**config.mk**
```make
export PLATFORM = sky130hd
export DESIGN_NAME = aes_word_loader
export DESIGN_NICKNAME = d
export VERILOG_FILES = /design/src/rtl/aes_word_loader.sv
export SDC_FILE = /design/constraint.sdc
export NUM_CORES = 1
export LEC_CHECK = 0
export BUFFER_PORTS_ARGS = -buffer_cell sky130_fd_sc_hd__buf_4
export CORE_ASPECT_RATIO = 0.75
export CORE_MARGIN = 4
export CORE_UTILIZATION = 45
export CTS_CLUSTER_DIAMETER = 30
export CTS_CLUSTER_SIZE = 20
export DETAILED_ROUTE_END_ITERATION = 16
export PLACE_DENSITY = 0.71
export SLEW_MARGIN = 20
export SYNTH_ARGS = -nofsm -noshare
export SYNTH_HDL_FRONTEND = slang
export SYNTH_SLANG_ARGS = --single-unit
export TNS_END_PERCENT = 5
```
**constraint.sdc**
```tcl
create_clock -name clk -period 20.1 [get_ports clk]
set_input_delay 1.005 -clock clk [delete_from_list [all_inputs] [get_ports clk]]
set_output_delay 1.005 -clock clk [all_outputs]
set_load 0.05 [all_outputs]
```
**src/rtl/aes_word_loader.sv**
```systemverilog
// Word-stream front end for aes_128: loads key and block, starts the core,
// streams the result back. Build option: KEY_REUSE_EN (keep key via key_hold).
// Ports: clk, rst (async, active-high); s_valid/s_ready/s_data input stream;
// key_hold; aes_start/aes_state/aes_key to core; aes_done/aes_out from core;
// m_valid/m_ready/m_data output stream; busy job-in-flight flag.
module aes_word_loader #(
  parameter int WORD_SIZE    = 32,
  parameter int BLOCK_LENGTH = 128,
  parameter int KEY_SIZE     = 128
) (
  input  logic                    clk,
  input  logic                    rst,
  input  logic                    s_valid,
  output logic                    s_ready,
  input  logic [WORD_SIZE-1:0]    s_data,
  input  logic                    key_hold,
  output logic                    aes_start,
  output logic [BLOCK_LENGTH-1:0] aes_state,
  output logic [KEY_SIZE-1:0]     aes_key,
  input  logic                    aes_done,
  input  logic [BLOCK_LENGTH-1:0] aes_out,
  output logic                    m_valid,
  input  logic                    m_ready,
  output logic [WORD_SIZE-1:0]    m_data,
  output logic                    busy
);

  localparam int NW = BLOCK_LENGTH / WORD_SIZE;
  localparam int CW = (NW > 1) ? $clog2(NW) : 1;
  localparam int BW = BLOCK_LENGTH;
  localparam int W  = WORD_SIZE;

  typedef enum logic [2:0] {
    ST_KEY,
    ST_DATA,
    ST_START,
    ST_BUSY,
    ST_OUT
  } state_t;

  state_t          state;
  state_t          state_nx;
  logic [CW-1:0]   cnt;
  logic            key_loaded;
  logic [BW-1:0]   res;
  logic            s_fire;
  logic            m_fire;
  logic            last;
  logic            reuse;

  assign s_fire = s_valid & s_ready;
  assign m_fire = m_valid & m_ready;
  assign last   = (cnt == CW'(NW - 1));

`ifdef KEY_REUSE_EN
  assign reuse = key_hold & key_loaded;
`else
  logic unused_ok;
  assign reuse     = 1'b0;
  assign unused_ok = key_hold ^ key_loaded;
`endif

  always_ff @(posedge clk or posedge rst) begin
    if (rst) state <= ST_KEY;
    else     state <= state_nx;
  end

  always_comb begin
    state_nx  = state;
    s_ready   = 1'b0;
    aes_start = 1'b0;
    m_valid   = 1'b0;
    unique case (state)
      ST_KEY: begin
        s_ready = 1'b1;
        if (s_valid && last) state_nx = ST_DATA;
      end
      ST_DATA: begin
        s_ready = 1'b1;
        if (s_valid && last) state_nx = ST_START;
      end
      ST_START: begin
        aes_start = 1'b1;
        state_nx  = ST_BUSY;
      end
      ST_BUSY: begin
        if (aes_done) state_nx = ST_OUT;
      end
      ST_OUT: begin
        m_valid = 1'b1;
        if (m_ready && last)
          state_nx = reuse ? ST_DATA : ST_KEY;
      end
      default: state_nx = ST_KEY;
    endcase
  end

  // Words arrive MSB-first, so shifting in from the bottom lands each
  // word in its slot; the result is shifted out from the top likewise.
  always_ff @(posedge clk or posedge rst) begin
    if (rst) begin
      cnt        <= '0;
      key_loaded <= 1'b0;
      aes_key    <= '0;
      aes_state  <= '0;
      res        <= '0;
      m_data     <= '0;
      busy       <= 1'b0;
    end else begin
      if (s_fire || m_fire) cnt <= cnt + CW'(1);
      if (s_fire) busy <= 1'b1;
      if (s_fire && state == ST_KEY) begin
        aes_key <= {aes_key[KEY_SIZE-W-1:0], s_data};
        if (last) key_loaded <= 1'b1;
      end
      if (s_fire && state == ST_DATA)
        aes_state <= {aes_state[BW-W-1:0], s_data};
      if (state == ST_BUSY && aes_done) begin
        res    <= aes_out;
        m_data <= aes_out[BW-1 -: W];
      end
      if (m_fire) begin
        res    <= {res[BW-W-1:0], {W{1'b0}}};
        m_data <= res[BW-W-1 -: W];
        if (last) busy <= 1'b0;
      end
    end
  end

endmodule

```
==> results.yml <==
clock_tree:
  clkTransAtPathRegs_ns: 0.05
  cts_setup_buffers: 0
  post_cts_resized: 0
  cts.sinks: 390
  cts_tree: "done"
  cts_hold_repair.buffers: 0
  cts_buffer_depth: 3
  htree_num_levels: 3
  clock_tree.root_cell: "clkbuf_16"
  cts_buffers: 73
  worstSkewPairLatency_ns: 0.57
route:
  ant_nets: 0
  wl_per_cell_um: 20.4
  drc: 0
  route.vias.total: 10400
  first_iter_violations: 641
  viasPerCell: 5.09
  routed_wl_um: 41600
  firstDrtPassIters: 7
setup_path:
  cp.arrival_ns: 3.49
  endpoint_kind: "flop"
  slowest_delay_ns: 0.80
  path_cells: "nor2_1 > and3_4 > buf_4 > mux2_2"
  critPathMaxFanout: 67
  r2r-start: "state[1]$_DFFE_PP0P_"
  path_class: "flop to flop"
  worstSetupStartpointType: "flop"
  required_ns: 20.53
  rr_worst_depth: 4
  reg2reg_slack_ns: 17.04
  critPathSlowestCell: "and3_4"
  rr_endpoint: "aes_state[112]$_DFFE_PP0P_"
floorplan:
  fp.dieH_um: 167
  die_w_um: 220
  start_util_pct: 45.5
  ios: 458
  std_cell_rows: 58
  fp.dieArea_um2: 36900
  core-area_um2: 33500
timing:
  final_max_slew_viol_count: 0
  fin_skew_ns: 0.0184
  timing.hold.ws_ns: 0.476
  setup_viol: 0
  finalCriticalPeriod_ns: 3.06
  fmax_mhz: 327
  min_period_over_period_pct: 15.2
  rsz0062_at_grt: "no"
  max_slew.worst_pin.slew_ns: 1.05
  finalSetupTns_ns: 0
  setup_slack_ns: 17.04
  hold_viol_final: 0
  slew_headroom_pct: 29.8
finish:
  layout_commonest_cell: "buf_4"
  final_cell_mix: "buf_4, dfrtp_1, mux2_2"
  design_area_um2: 21600
  final_nets: 1698
  drive_gt1_share_pct: 56.3
  syn2layout_area_growth_pct: 41.7
placed_design:
  io_buffer_count: 456
  dp_slack_ns: 16.65
  dpl_cell_area_um2: 18900
  gp_congestion: 0.824
  dpl.hpwl_um: 28100
yosys:
  synth_fp_nets: 1229
  ys.flop_type: "dfrtp_1"
  ys_types: 27
  synth_edf_count: 0
  yosysWarnings: 0
  synth_area_um2: 15200
  synth_area_per_cell_um2: 14.3
  postSynth.asyncResetShare_pct: 100
  yosysSeqAreaShare_pct: 64.1
  synth_seq_cells: 390
  synthCells: 1062
hold_path:
  min_path_cells: 1
  hold_start: "cnt[0]$_DFFE_PP0P_"
  holdPathEnd: "cnt[0]$_DFFE_PP0P_"
  hold_path_class: "flop to flop"
flow_run:
  maxCapViolCount: 0
grt:
  antenna_found_initial: 1
  overflow: 0
  grt_max_degree: 182
  grtUsageTotal_pct: 22.3
  grt_pass1_vias: 10900
  grt_pass1_wl_um: 64000
status:
  status: "finished, final reports clean"
## kinds of logic (layout without fill, tap and decap cells)
family	count (synthesis)	count (layout)	share of synthesized area, %
AO/OA/AOI/OAI	231	231	11.0
XOR/XNOR	2	2	0.115
adder cells (fa/ha/maj)	1	1	0.0821
buffers and inverters	167	696	5.16
flip-flops	390	390	64.1
multiplexers	257	257	19.0
other	0	1	0
AND/OR/NAND/NOR	14	14	0.591
## critical path: cells and delay by family (launching register included)
family        cells  cell delay (ns)
simple gates      2             1.11
flops             1             0.47
buf+inv           1             0.79
mux               1             0.42
## worst max path at each step
stage | from | to | slack [ns] | depth (start not counted)
finish | state[1]$_DFFE_PP0P_ | aes_state[112]$_DFFE_PP0P_ | 17.04 | 4
global placement | s_valid | aes_key[115]$_DFFE_PP0P_ | 16.67 | 5
global route | state[1]$_DFFE_PP0P_ | aes_state[117]$_DFFE_PP0P_ | 16.91 | 4
detailed placement | s_valid | aes_key[43]$_DFFE_PP0P_ | 16.65 | 5
floorplan | rst | aes_key[0]$_DFFE_PP0P_ | 8.25 | 1
CTS | state[1]$_DFFE_PP0P_ | aes_state[112]$_DFFE_PP0P_ | 17.10 | 4
## through the flow
| stage | cells | util (%) |
|---|---|---|
| floorplan | 1062 | - |
| global placement | 1906 | 56.5 |
| detailed placement | 1906 | 56.5 |
| CTS | 2041 | 64.5 |
| global route | 2042 | 64.5 |
| finish | 2042 | 64.5 |
## synth_stat cells, types with 4 or more instances
master,number,share of area (%)
buf_6,6,0.44
a21oi_1,4,0.13
a22o_1,32,1.8
nand2_1,4,0.099
a22oi_1,96,4.7
inv_1,97,2.4
clkbuf_1,23,0.57
dfrtp_1,390,64
buf_2,13,0.43
o21ai_0,56,1.8
o21ai_2,40,2.3
buf_4,26,1.3
mux2_2,257,19
## final cells by class
| cell class | instances | area [µm²] |
|---|---|---|
| Antenna cell | 1 | 2.50 |
| Clock buffer | 90 | 2040 |
| Clock inverter | 45 | 639 |
| Fill cell | 2536 | 11900 |
| Inverter | 97 | 372 |
| Multi-Input combinational cell | 505 | 4720 |
| Sequential cell | 390 | 9760 |
| Tap cell | 450 | 563 |
| Timing Repair Buffer | 464 | 3500 |
## registers in the layout (all words and copies together), names as in the netlist
| signal | cells |
|---|---|
| aes_key | 128 |
| aes_state | 128 |
| busy | 1 |
| cnt | 2 |
| m_data | 32 |
| res | 96 |
| state | 3 |
## routing by layer
metal,global-route usage [%],vias to the layer above,wire (µm)
met2,36.5,335,20700
li1,-,4722,-
met3,6.80,91,2820
met1,27.7,5243,16500
met4,9.31,0,1570
met5,0,-,0
Power is not shown: default switching activity piles up to over one toggle a cycle in this logic, so the estimate is an artifact.
